### src/rtl/cmd_pkg.sv
`default_nettype none
// ============================================================================
// Module      : cmd_pkg
// Description : Shared constants, FSM state type and frame helper for the
//               SD CMD-line frame builder.
// Revision    : 1.0 - initial release
// ============================================================================
package cmd_pkg;

    localparam int CMD_FRAME_W  = 48;
    localparam int CMD_CRC_SPAN = 40;

    // x^7 + x^3 + 1 with the x^7 term implicit
    localparam logic [6:0] CRC7_POLY = 7'h09;

    localparam logic START_BIT = 1'b0;
    localparam logic TX_BIT    = 1'b1;
    localparam logic END_BIT   = 1'b1;

    typedef enum logic [1:0] {
        IDLE  = 2'd0,
        CRC   = 2'd1,
        VALID = 2'd2
    } cmd_state_t;

    // Frame word S is MSB-first; the serializer shifts out bit 0 first,
    // so the presented frame is S bit-reversed.
    function automatic logic [CMD_FRAME_W-1:0] reverse_frame(
        input logic [CMD_FRAME_W-1:0] s
    );
        logic [CMD_FRAME_W-1:0] r;
        r = '0;
        for (int k = 0; k < CMD_FRAME_W; k++) begin
            r[k] = s[CMD_FRAME_W-1-k];
        end
        return r;
    endfunction

endpackage
`default_nettype wire

### src/rtl/crc7_serial.sv
`default_nettype none
// ============================================================================
// Module      : crc7_serial
// Description : Combinational CRC7 next-state for N message bits, MSB first.
// Revision    : 1.0 - initial release
// ============================================================================
module crc7_serial
    import cmd_pkg::*;
#(
    parameter int N = 1
) (
    input  logic [6:0]   crc_in,
    input  logic [N-1:0] data_in,
    output logic [6:0]   crc_out
);

    logic [6:0] c;
    logic       fb;

    // Unrolled LFSR: data_in[N-1] is the earliest bit on the line
    always_comb begin
        c  = crc_in;
        fb = 1'b0;
        for (int i = N - 1; i >= 0; i--) begin
            fb = c[6] ^ data_in[i];
            c  = {c[5:0], 1'b0} ^ (fb ? CRC7_POLY : 7'h00);
        end
        crc_out = c;
    end

endmodule
`default_nettype wire

### src/rtl/cmd_frame_builder.sv
`default_nettype none
// ============================================================================
// Module      : cmd_frame_builder
// Description : Builds a 48-bit SD CMD frame (start, tx, index, argument,
//               CRC7, end) and holds it for the serializer until completion
//               or TX timeout.
//               Optional macro CMD_FRAME_BUILDER_CRC_OVERRIDE_EN adds
//               iCrc_Override / iCrc_Value to bypass the CRC computation.
// Revision    : 1.0 - initial release
// ============================================================================
module cmd_frame_builder
    import cmd_pkg::*;
#(
    parameter int BITS_PER_CYCLE = 1,
    parameter int TX_TIMEOUT     = 255
) (
    input  logic                   iClock_SD,
    input  logic                   iReset,
    input  logic                   iStart,
    input  logic [5:0]             iCmd_Index,
    input  logic [31:0]            iArgument,
`ifdef CMD_FRAME_BUILDER_CRC_OVERRIDE_EN
    input  logic                   iCrc_Override,
    input  logic [6:0]             iCrc_Value,
`endif
    input  logic                   iTx_Complete,
    output logic [CMD_FRAME_W-1:0] oFrame,
    output logic                   oFrame_Valid,
    output logic                   oBusy,
    output logic                   oDone,
    output logic                   oError
);

    localparam int STEPS = CMD_CRC_SPAN / BITS_PER_CYCLE;
    localparam int TW    = (TX_TIMEOUT > 1) ? $clog2(TX_TIMEOUT) : 1;
    localparam logic [TW-1:0] TO_LAST = TW'((TX_TIMEOUT > 0) ? TX_TIMEOUT - 1 : 0);

    cmd_state_t              state;
    logic [CMD_CRC_SPAN-1:0] msg;
    logic [CMD_CRC_SPAN-1:0] shreg;
    logic [6:0]              crc;
    logic [6:0]              crc_next;
    logic [5:0]              cnt;
    logic [TW-1:0]           tcnt;
    logic                    use_ovr;
    logic [6:0]              ovr_crc;
    logic [5:0]              step_limit;
    logic [6:0]              crc_field;

    crc7_serial #(
        .N(BITS_PER_CYCLE)
    ) u_crc (
        .crc_in  (crc),
        .data_in (shreg[CMD_CRC_SPAN-1 -: BITS_PER_CYCLE]),
        .crc_out (crc_next)
    );

`ifdef CMD_FRAME_BUILDER_CRC_OVERRIDE_EN
    logic       ovr_q;
    logic [6:0] ovr_val_q;

    // Override controls are captured together with the command
    always_ff @(posedge iClock_SD or posedge iReset) begin
        if (iReset) begin
            ovr_q     <= 1'b0;
            ovr_val_q <= 7'h00;
        end else if (state == IDLE && iStart) begin
            ovr_q     <= iCrc_Override;
            ovr_val_q <= iCrc_Value;
        end
    end

    assign use_ovr = ovr_q;
    assign ovr_crc = ovr_val_q;
`else
    assign use_ovr = 1'b0;
    assign ovr_crc = 7'h00;
`endif

    // An overridden CRC spends a single cycle in CRC before the frame loads
    assign step_limit = use_ovr ? 6'd1 : 6'(STEPS);
    assign crc_field  = use_ovr ? ovr_crc : crc;

    // Frame FSM: latch command, step the CRC, present frame, await completion
    always_ff @(posedge iClock_SD or posedge iReset) begin
        if (iReset) begin
            state        <= IDLE;
            msg          <= '0;
            shreg        <= '0;
            crc          <= 7'h00;
            cnt          <= 6'd0;
            tcnt         <= '0;
            oFrame       <= '0;
            oFrame_Valid <= 1'b0;
            oBusy        <= 1'b0;
            oDone        <= 1'b0;
            oError       <= 1'b0;
        end else begin
            oDone  <= 1'b0;
            oError <= 1'b0;
            case (state)
                IDLE: begin
                    if (iStart) begin
                        msg   <= {START_BIT, TX_BIT, iCmd_Index, iArgument};
                        shreg <= {START_BIT, TX_BIT, iCmd_Index, iArgument};
                        crc   <= 7'h00;
                        cnt   <= 6'd0;
                        oBusy <= 1'b1;
                        state <= CRC;
                    end
                end
                CRC: begin
                    if (cnt == step_limit) begin
                        oFrame       <= reverse_frame({msg, crc_field, END_BIT});
                        oFrame_Valid <= 1'b1;
                        tcnt         <= '0;
                        state        <= VALID;
                    end else begin
                        crc   <= crc_next;
                        shreg <= shreg << BITS_PER_CYCLE;
                        cnt   <= cnt + 6'd1;
                    end
                end
                VALID: begin
                    // Completion takes priority over a coincident timeout
                    if (iTx_Complete) begin
                        oFrame_Valid <= 1'b0;
                        oBusy        <= 1'b0;
                        oDone        <= 1'b1;
                        state        <= IDLE;
                    end else if (TX_TIMEOUT > 0 && tcnt == TO_LAST) begin
                        oFrame_Valid <= 1'b0;
                        oBusy        <= 1'b0;
                        oError       <= 1'b1;
                        state        <= IDLE;
                    end else begin
                        tcnt <= tcnt + TW'(1);
                    end
                end
                default: begin
                    state <= IDLE;
                end
            endcase
        end
    end

endmodule
`default_nettype wire

### config.mk
export PLATFORM = sky130hd
export DESIGN_NAME = cmd_frame_builder
export DESIGN_NICKNAME = d
export VERILOG_FILES = /design/src/rtl/cmd_pkg.sv /design/src/rtl/crc7_serial.sv /design/src/rtl/cmd_frame_builder.sv
export SDC_FILE = /design/constraint.sdc
export NUM_CORES = 1
export LEC_CHECK = 0
export ABC_AREA = 1
export CORE_MARGIN = 5
export CORE_UTILIZATION = 58
export DETAILED_ROUTE_END_ITERATION = 10
export PLACE_DENSITY = 0.84
export SYNTH_ARGS = -nofsm -noshare
export SYNTH_HDL_FRONTEND = slang
export SYNTH_SLANG_ARGS = --single-unit
### constraint.sdc
create_clock -name iClock_SD -period 8.7 [get_ports iClock_SD]
set_clock_uncertainty 0.1 [all_clocks]
set_input_delay 1.74 -clock iClock_SD [delete_from_list [all_inputs] [get_ports iClock_SD]]
set_output_delay 1.74 -clock iClock_SD [all_outputs]
set_load 0.05 [all_outputs]
==> impl_metrics.csv <==
group,metric,value,unit
clocking,hold_buffers,0,
synthesis,yosys.area_share.simple,22.0,%
worst_hold_path,min_from,"msg[38]$_DFFE_PP0P_",
power,p_sw,1030,µW
synthesis,ys_ff_latch,153,
power,internal-power,1730,µW
route,wl_met1,5870,µm
timing,fmax,238,MHz
power,powerDensity,343,mW/mm²
synthesis,netlist_instances,765,
cells_and_area,fin_nets,886,
power,finalPower,2760,µW
route,wl_met2,7630,µm
synthesis,syn-num-nets,811,
setup_path,worstSetupPathType,"in -> reg",
route,wl_met3,843,µm
timing,worst_pin_slew,1.24,ns
clocking,cts_max_path_buffers,2,
clocking,post_cts_buffers,0,
clocking,cts_resized,0,
timing,drv_slew,0,
synthesis,ys_seq_area_share,59.0,%
timing,rsz0062_at_grt,"false",
worst_hold_path,hold_path_class,"reg -> reg",
grt,gr-usage-all-layers,23.7,%
synthesis,yosys.area.top_type,"dfrtp_1",
grt,grt_pass1_wl,25300,µm
setup_path,arrival,4.53,ns
clocking,clkTransAtPathRegs,0.06,ns
timing,finalSetupTns,0,ns
flow_run,maxCapViolations,0,
grt,grt_pass1_vias,5434,
grt,antenna_found_initial,0,
route,drt_first_iter_violations,461,
clocking,cts_inserted_buffers,17,
power,max-vdd-ir-drop,0.000183,V
setup_path,critPathLaunch,"iStart",
floorplan,dieArea,0.0134,mm²
synthesis,synth-compound-area-share,9.72,%
route,via_per_inst,5.34,
floorplan,core_area,0.0109,mm²
power,swShare,37.5,%
synthesis,ys_async_sr_fraction,100,%
synthesis,yosys_warnings,0,
power,p_comb_share,33.1,%
placed_design,place_hpwl,9020,µm
route,drc,0,
timing,finalSetupViolCount,0,
cells_and_area,area_growth,24.2,%
synthesis,synth.avg_cell_area,8.48,µm²
synthesis,synth_top_family_by_area,"simple AND/OR/NAND/NOR gates",
synthesis,synth_cell_type_count,26,
floorplan,core.rowCount,38,
setup_path,timing.rr.start,"cnt[0]$_DFFE_PP0P_",
floorplan,start_util,59.6,%
clocking,clock_latency,0.52,ns
power,p_leak,0.00394,µW
synthesis,synthFlopType,"dfrtp_1",
setup_path,required,9.03,ns
route,num_vias,5303,
clocking,cts_tree,"done",
timing,fin_crit_sh,48.2,%
floorplan,chipWidth,116,µm
power,seqPwrFrac,39.0,%
floorplan,fp.dieH,116,µm
clocking,htreeDepth,4,
synthesis,syn_area,0.00649,mm²
placed_design,portBuffers,92,
synthesis,synth_area_leaders,"dfrtp_1 59%, nand2_1 16%, o21ai_0 8.9%, inv_1 4.6%, nand3_1 3.1%",
setup_path,critPathLaunchType,"input port",
grt,grt_start_max_net_pins,79,
cells_and_area,antenna_cells,0,
synthesis,synth-xor-area-share,0.810,%
grt,gr-total-overflow,0,
clocking,root_buffer,"clkbuf_8",
placed_design,place_congestion,0.800,
timing,period_minus_slack,4.20,ns
synthesis,synth_fa_ha_area_share,0.771,%
synthesis,yosysMostFrequentCell,"nand2_1",
timing,hold_viol,0,
route,dr.pass1.iters,6,
cells_and_area,drive_above_1_share,5.16,%
status,status,"finished, final reports clean",
power,p_clk_share,27.9,%
route,wl_per_cell,14.7,µm
synthesis,synthMuxAreaShare,0,%
setup_path,crit_fanout,60,
route,antenna_left,0,
setup_path,end_kind,"flip-flop",
floorplan,ios,94,
timing,relSlewSlack,16.8,%
synthesis,synth-edff-count,0,
route,wirelength,14600,µm
clocking,clkSinkCount,153,
synthesis,synth_commonest_cells,"281 x nand2_1, 153 x dfrtp_1, 116 x o21ai_0",
synthesis,synth_top_area_share,59.0,%
route,top_layer_used,"met4",
-- per-layer routing --
metal	vias to the layer above	GRT usage (%)
met5	-	0
met4	0	7.27
met3	29	5.59
met2	172	40.3
met1	2571	30.5
li1	2531	-
-- worst paths after layout --
| kind | end | depth (start not counted) | slack [ns] |
|---|---|---|---|
| worst min-delay path | msg[38]$_DFFE_PP0P_ | 2 | 0.35 |
| worst max-delay path | shreg[7]$_DFFE_PP0P_ | 8 | 4.50 |
| worst min register to register | msg[38]$_DFFE_PP0P_ | 2 | 0.35 |
| min in group asynchronous | oFrame[5]$_DFFE_PP0P_ | 2 | 1.60 |
| max in group asynchronous | shreg[11]$_DFFE_PP0P_ | 3 | 5.46 |
| worst max register to register | tcnt[3]$_DFFE_PP0P_ | 9 | 5.40 |
-- critical path: stages --
cell,delay (ns)
clkdlybuf4s50_1,0.46
nor3b_4,0.16
buf_4,0.49
inv_2,0.31
nand2_2,0.58
buf_4,0.50
nand2_1,0.13
o21ai_0,0.11
-- cell usage in the layout, fill, tap and decap left out, types with 4 or more instances in the layout --
cell,netlist,final
clkbuf_16,0,16
bufinv_16,0,4
o21ai_1,6,6
inv_1,80,79
nand3_1,40,40
clkinv_4,0,5
nor2_1,22,22
ha_1,4,4
dfrtp_1,153,153
clkdlybuf4s50_1,0,92
o21ai_0,116,116
nand2_1,281,281
xor2_1,5,5
-- registers in the layout (all words and copies together) (netlist names) --
name,count
cnt,6
crc,7
msg,39
oBusy,1
oDone,1
oError,1
oFrame,47
oFrame_Valid,1
shreg,40
state,2
tcnt,8
-- power groups by stage --
| stage | Sequential [µW] | Clock (µW) | Combinational, µW |
|---|---|---|---|
| after floorplan | 1230 | 0 | 499 |
| after global routing | 1100 | 816 | 1030 |
| after detailed placement | 1080 | 0 | 892 |
| after CTS | 1070 | 780 | 918 |
| after global placement | 1070 | 0 | 844 |
| final | 1080 | 771 | 914 |
-- cells by family (layout without fill, tap and decap cells) --
group	count (synthesis)	count (layout)
compound gates	125	125
simple gates	355	355
flops	153	153
buf+inv	121	209
fa+ha+maj	4	4
other cells	1	1
xor+xnor	6	6
-- stage by stage --
stage	hold WS [ns]	instance area (µm²)	utilization (%)	setup slack, ns	instances
5_1_grt	0.371	8060	74.0	4.28	993
4_1_cts	0.352	8060	74.0	4.54	993
3_5_place_dp	0.337	7430	68.2	4.06	961
6_report	0.351	8060	74.0	4.50	993
3_3_place_gp	0.334	7430	68.2	4.19	961
2_1_floorplan	0.320	6490	-	2.74	765
-- area by class of cell --
class                      instances  area (µm²)
tap                              140         175
clock buffer                      19         432
timing repair buffer              95         943
clock inverter                    13         194
inverter                          82         313
sequential                       153        3830
fill                             751        2830
multi-input combinational        491        2170
(Power assumes the default switching activity.)
==> edit 1 (config.mk and constraints unchanged) <==
Add a define of `CMD_FRAME_BUILDER_CRC_OVERRIDE_EN`.
--- a/src/rtl/cmd_frame_builder.sv
+++ b/src/rtl/cmd_frame_builder.sv
@@ -8,6 +8,8 @@
 //               iCrc_Override / iCrc_Value to bypass the CRC computation.
 // Revision    : 1.0 - initial release
 // ============================================================================
+`define CMD_FRAME_BUILDER_CRC_OVERRIDE_EN
+
 module cmd_frame_builder
     import cmd_pkg::*;
 #(
Ports: changed (added iCrc_Override and iCrc_Value); port bits go from 94 to 102. The function was not compared with the original's and may differ.
==> edit 1 against the unedited design <==
  * Area after synthesis is 11% higher
  * Total power grew 24%
  * Cell area up 8.0%
  * Global-route usage decreased by 1.1 points
  * Die area is 9.8% higher
  * Critical path depth shrank 2
  * Routed wire length grew 6.6%
  * Setup slack better by 0.72 ns
  * Sequential cell count is 8 higher
  * Clock power is 8.8% lower
  * Largest cell class unchanged
==> edit 1: results <==
export IMPL_port_buffers=100
export IMPL_combPwrFrac_pct=43.0
export IMPL_grt_pass1_vias=5805
export IMPL_drt_iter0_drc=656
export IMPL_synthTopCellsByCount="nand2_1 (531), dfrtp_1 (161), nand3_1 (67), buf_4 (16), inv_1 (16)"
export IMPL_holdWs_ns=0.3639
export IMPL_status="completed"
export IMPL_p_leak_nw=4.572
export IMPL_place_gp_congestion=0.8233
export IMPL_ir_worst_vdd_uv=203.2
export IMPL_swShare_pct=44.09
export IMPL_syn_nets=942
export IMPL_cp_data_arrival_time_ns=3.73
export IMPL_dp_hpwl_um=9393
export IMPL_holdPathStages=1
export IMPL_grt_pass1_wl_um=27000
export IMPL_cp_max_fo=58
export IMPL_seq_area_frac_synth_pct=56.08
export IMPL_grt_use_total_pct=22.63
export IMPL_grt_max_degree=83
export IMPL_nFillCells=922
export IMPL_slowest_delay_ns=1.01
export IMPL_power_density_mw_per_mm2=393.9
export IMPL_slowest_stage="inv_2"
export IMPL_finalNetCount=1018
edit 1: cell types whose count changed after synthesis, moves of 8 or more:
cell      unedited run  this run
nand2_1            281       531
o21ai_0            116         5
inv_1               80        16
nand3_1             40        67
clkbuf_1            24         9
buf_4                4        16
nand4_1              1        11
dfrtp_1            153       161
edit 1: layer usage:
layer  vias to the layer above  track usage (%)  wire [um]
met5                         -                0          0
met4                         0            7.353        245
met3                        23            4.336        826
met2                       176            37.06       7511
met1                      2825            30.55       6997
li1                       2915                -          -
edit 1: final cells by class:
type                    count  area (um2)  share of cell area [%]
flip-flops and latches    161        4029                   46.32
multi-input cells         661        2790                   32.08
repair buffers            102        1016                   11.68
clock buffers              18       429.2                   4.934
well taps                 168       210.2                   2.417
clock inverters            14       133.9                   1.539
inverters                  22       90.09                   1.036
edit 1: per-stage QoR:
step | worst slack [ns] | std cells | instance area [um2]
floorplan | 2.512 | 889 | 7184
global placement | 4.785 | 1114 | 8135
detailed placement | 4.775 | 1114 | 8135
CTS | 5.147 | 1146 | 8698
global route | 4.870 | 1146 | 8698
finish | 5.219 | 1146 | 8698
edit 1: cell families (layout without fill, tap and decap cells):
group	Yosys count	in the layout	synth area share, %
other cells	1	1	0.05220
buf+inv	67	156	5.155
flops	161	161	56.08
compound gates	10	10	0.8184
fa+ha+maj	3	3	0.5225
simple gates	643	643	36.89
xor+xnor	4	4	0.4877
edit 1: worst reg2reg max path: cells and delay by family (launching register included):
family	cells	cell delay [ns]
buffers and inverters	2	1.16
DFF	1	0.53
and+or+nand+nor	4	1.63
==> edit 2 (config.mk and constraints unchanged) <==
Made on the original files. Register the output `oFrame` once more, with the module's reset; this adds one clock of latency there. The other outputs are not delayed to match.
--- a/src/rtl/cmd_frame_builder.sv
+++ b/src/rtl/cmd_frame_builder.sv
@@ -34,6 +34,8 @@
     localparam int STEPS = CMD_CRC_SPAN / BITS_PER_CYCLE;
     localparam int TW    = (TX_TIMEOUT > 1) ? $clog2(TX_TIMEOUT) : 1;
     localparam logic [TW-1:0] TO_LAST = TW'((TX_TIMEOUT > 0) ? TX_TIMEOUT - 1 : 0);
+
+    logic [CMD_FRAME_W-1:0] oFrame_s0;
 
     cmd_state_t              state;
     logic [CMD_CRC_SPAN-1:0] msg;
@@ -90,7 +92,7 @@
             crc          <= 7'h00;
             cnt          <= 6'd0;
             tcnt         <= '0;
-            oFrame       <= '0;
+            oFrame_s0    <= '0;
             oFrame_Valid <= 1'b0;
             oBusy        <= 1'b0;
             oDone        <= 1'b0;
@@ -111,7 +113,7 @@
                 end
                 CRC: begin
                     if (cnt == step_limit) begin
-                        oFrame       <= reverse_frame({msg, crc_field, END_BIT});
+                        oFrame_s0    <= reverse_frame({msg, crc_field, END_BIT});
                         oFrame_Valid <= 1'b1;
                         tcnt         <= '0;
                         state        <= VALID;
@@ -144,6 +146,14 @@
         end
     end
 
+    always_ff @(posedge iClock_SD or posedge iReset) begin
+        if (iReset) begin
+            oFrame <= '0;
+        end else begin
+            oFrame <= oFrame_s0;
+        end
+    end
+
 endmodule
 `default_nettype wire
 
Function: same outputs for any inputs over 10 cycles, from zero or initial values and one cycle with iReset high; that may be too few to reach the edited logic, so the function may still have changed.
==> edit 2 against the unedited design <==
  * Setup slack got worse by 0.17 ns
  * Cell area increased by 15%
  * Sequential cell count increased by 47
  * Routed wire length increased by 0.41%
  * First-iteration DRC count decreased by 6.3%
  * Synthesized cell count increased by 6.1%
  * Area after synthesis increased by 18%
  * Total power increased by 9.0%
  * Largest cell class unchanged
==> edit 2: results <==
export IMPL_status="completed"
export IMPL_vias=5441
export IMPL_routedWlPerCell_um=13.63
export IMPL_clockBufferDepth=2
export IMPL_slowest_stage="nand2_2"
export IMPL_cp_max_fo=60
export IMPL_clk_latency_ns=0.43
export IMPL_syn_nets=858
export IMPL_rr_worst_depth=10
export IMPL_synthTopCellsByCount="nand2_1 (281), dfrtp_1 (200), o21ai_0 (116), inv_1 (80), nand3_1 (40)"
export IMPL_place_gp_congestion=0.8039
export IMPL_reg_top3="oFrame: 47 flops, oFrame_s0: 47 flops, shreg: 40 flops"
export IMPL_grt_pass1_vias=5278
export IMPL_diodes=0
export IMPL_cp_data_arrival_time_ns=4.61
export IMPL_grt_max_degree=132
export IMPL_hold_path_class="reg -> reg"
export IMPL_drt_iter0_drc=432
export IMPL_synthMuxAreaShare_pct=0
export IMPL_seq_area_frac_synth_pct=65.31
export IMPL_p_leak_nw=4.588
export IMPL_drive_gt1_share_pct=4.778
export IMPL_htreeDepth=4
export IMPL_dp_hpwl_um=9078
export IMPL_finalNetCount=934
export IMPL_cts_resized=0
export IMPL_synthAdderAreaFrac_pct=0.6531
export IMPL_numCtsBuffers=17
export IMPL_clock_root_buffer="clkbuf_16"
export IMPL_antenna_found_initial=0
export IMPL_firstDrtPassIters=5
export IMPL_grt_pass1_wl_um=25340
export IMPL_synth_area_leaders="dfrtp_1 (65%), nand2_1 (14%), o21ai_0 (7.6%), inv_1 (3.9%), nand3_1 (2.6%)"
export IMPL_synth_compound_area_share_pct=8.229
export IMPL_ir_worst_vdd_uv=160.1
export IMPL_holdPathStages=0
export IMPL_worstMarginPinSlew_ns=1.063
export IMPL_synth_xor_area_share_pct=0.6857
export IMPL_grt_use_total_pct=19.81
export IMPL_synth_distinct_cells=26
edit 2: cell types whose count changed in the layout (fill, tap and decap cells not counted), sizes merged:
cell | before | now
clkinv | 6 | 4
clkbuf | 19 | 22
buf | 3 | 4
dfrtp | 153 | 200
bufinv | 4 | 2
edit 2: power by group:
group | internal, mW | total [mW] | switching [mW]
logic | 0.292 | 0.889 | 0.597
clock network | 0.448 | 0.778 | 0.330
registers | 1.22 | 1.34 | 0.125
total | 1.96 | 3.01 | 1.05
edit 2: per-layer routing:
layer | share of wire [%] | track usage, % | vias to the layer above
met1 | 44 | 26.69 | 2617
met5 | 0 | 0 | -
met2 | 50 | 32.67 | 132
met4 | 1.6 | 6.505 | 0
li1 | - | - | 2672
met3 | 4.3 | 4.179 | 20
edit 2: final timing paths:
check | startpoint | to | slack (ns)
min in group asynchronous | iReset | oFrame_s0[34]$_DFFE_PP0P_ | 1.80
worst min-delay path | oFrame_s0[28]$_DFFE_PP0P_ | oFrame[28]$_DFF_PP0_ | 0.27
worst max register to register | cnt[0]$_DFFE_PP0P_ | tcnt[3]$_DFFE_PP0P_ | 5.61
max in group asynchronous | iReset | msg[5]$_DFFE_PP0P_ | 5.34
worst min register to register | oFrame_s0[28]$_DFFE_PP0P_ | oFrame[28]$_DFF_PP0_ | 0.27
worst max-delay path | iStart | shreg[14]$_DFFE_PP0P_ | 4.33
edit 2: stage by stage:
step           total power [mW]  cell area, um2  hold slack [ns]  cells  setup WS [ns]
3_3_place_gp              2.193            8661           0.2596   1045          4.092
2_1_floorplan             1.998            7664           0.2537    812          1.406
6_report                  3.011            9251           0.2691   1076          4.334
3_5_place_dp              2.242            8661           0.2620   1045          3.944
4_1_cts                   3.031            9251           0.2719   1076          4.328
5_1_grt                   3.211            9251           0.2882   1076          4.054
edit 2: kinds of logic after synthesis:
| kind of cell | count (synthesis) |
|---|---|
| adder cells (fa/ha/maj) | 4 |
| AO/OA/AOI/OAI | 125 |
| AND/OR/NAND/NOR | 355 |
| XOR/XNOR | 6 |
| flip-flops | 200 |
| other | 1 |
| buffers and inverters | 121 |
edit 2: worst register-to-register path: stages, from the launching register on:
cell and delay [ns]:
dfrtp_1 0.39, inv_1 0.10, ha_1 0.19, nand3_1 0.13, nor2_4 0.57, nand2_2 0.54, buf_4 0.42, nand2_1 0.23
inv_1 0.15, nand2_1 0.11, nand2_1 0.06
edit 2: final cells by class:
cell class | count | area (um2)
Clock buffer | 22 | 474.2
Clock inverter | 9 | 116.4
Fill cell | 957 | 3834
Inverter | 82 | 315.3
Multi-Input combinational cell | 491 | 2170
Sequential cell | 200 | 5005
Tap cell | 176 | 220.2
Timing Repair Buffer | 96 | 950.9
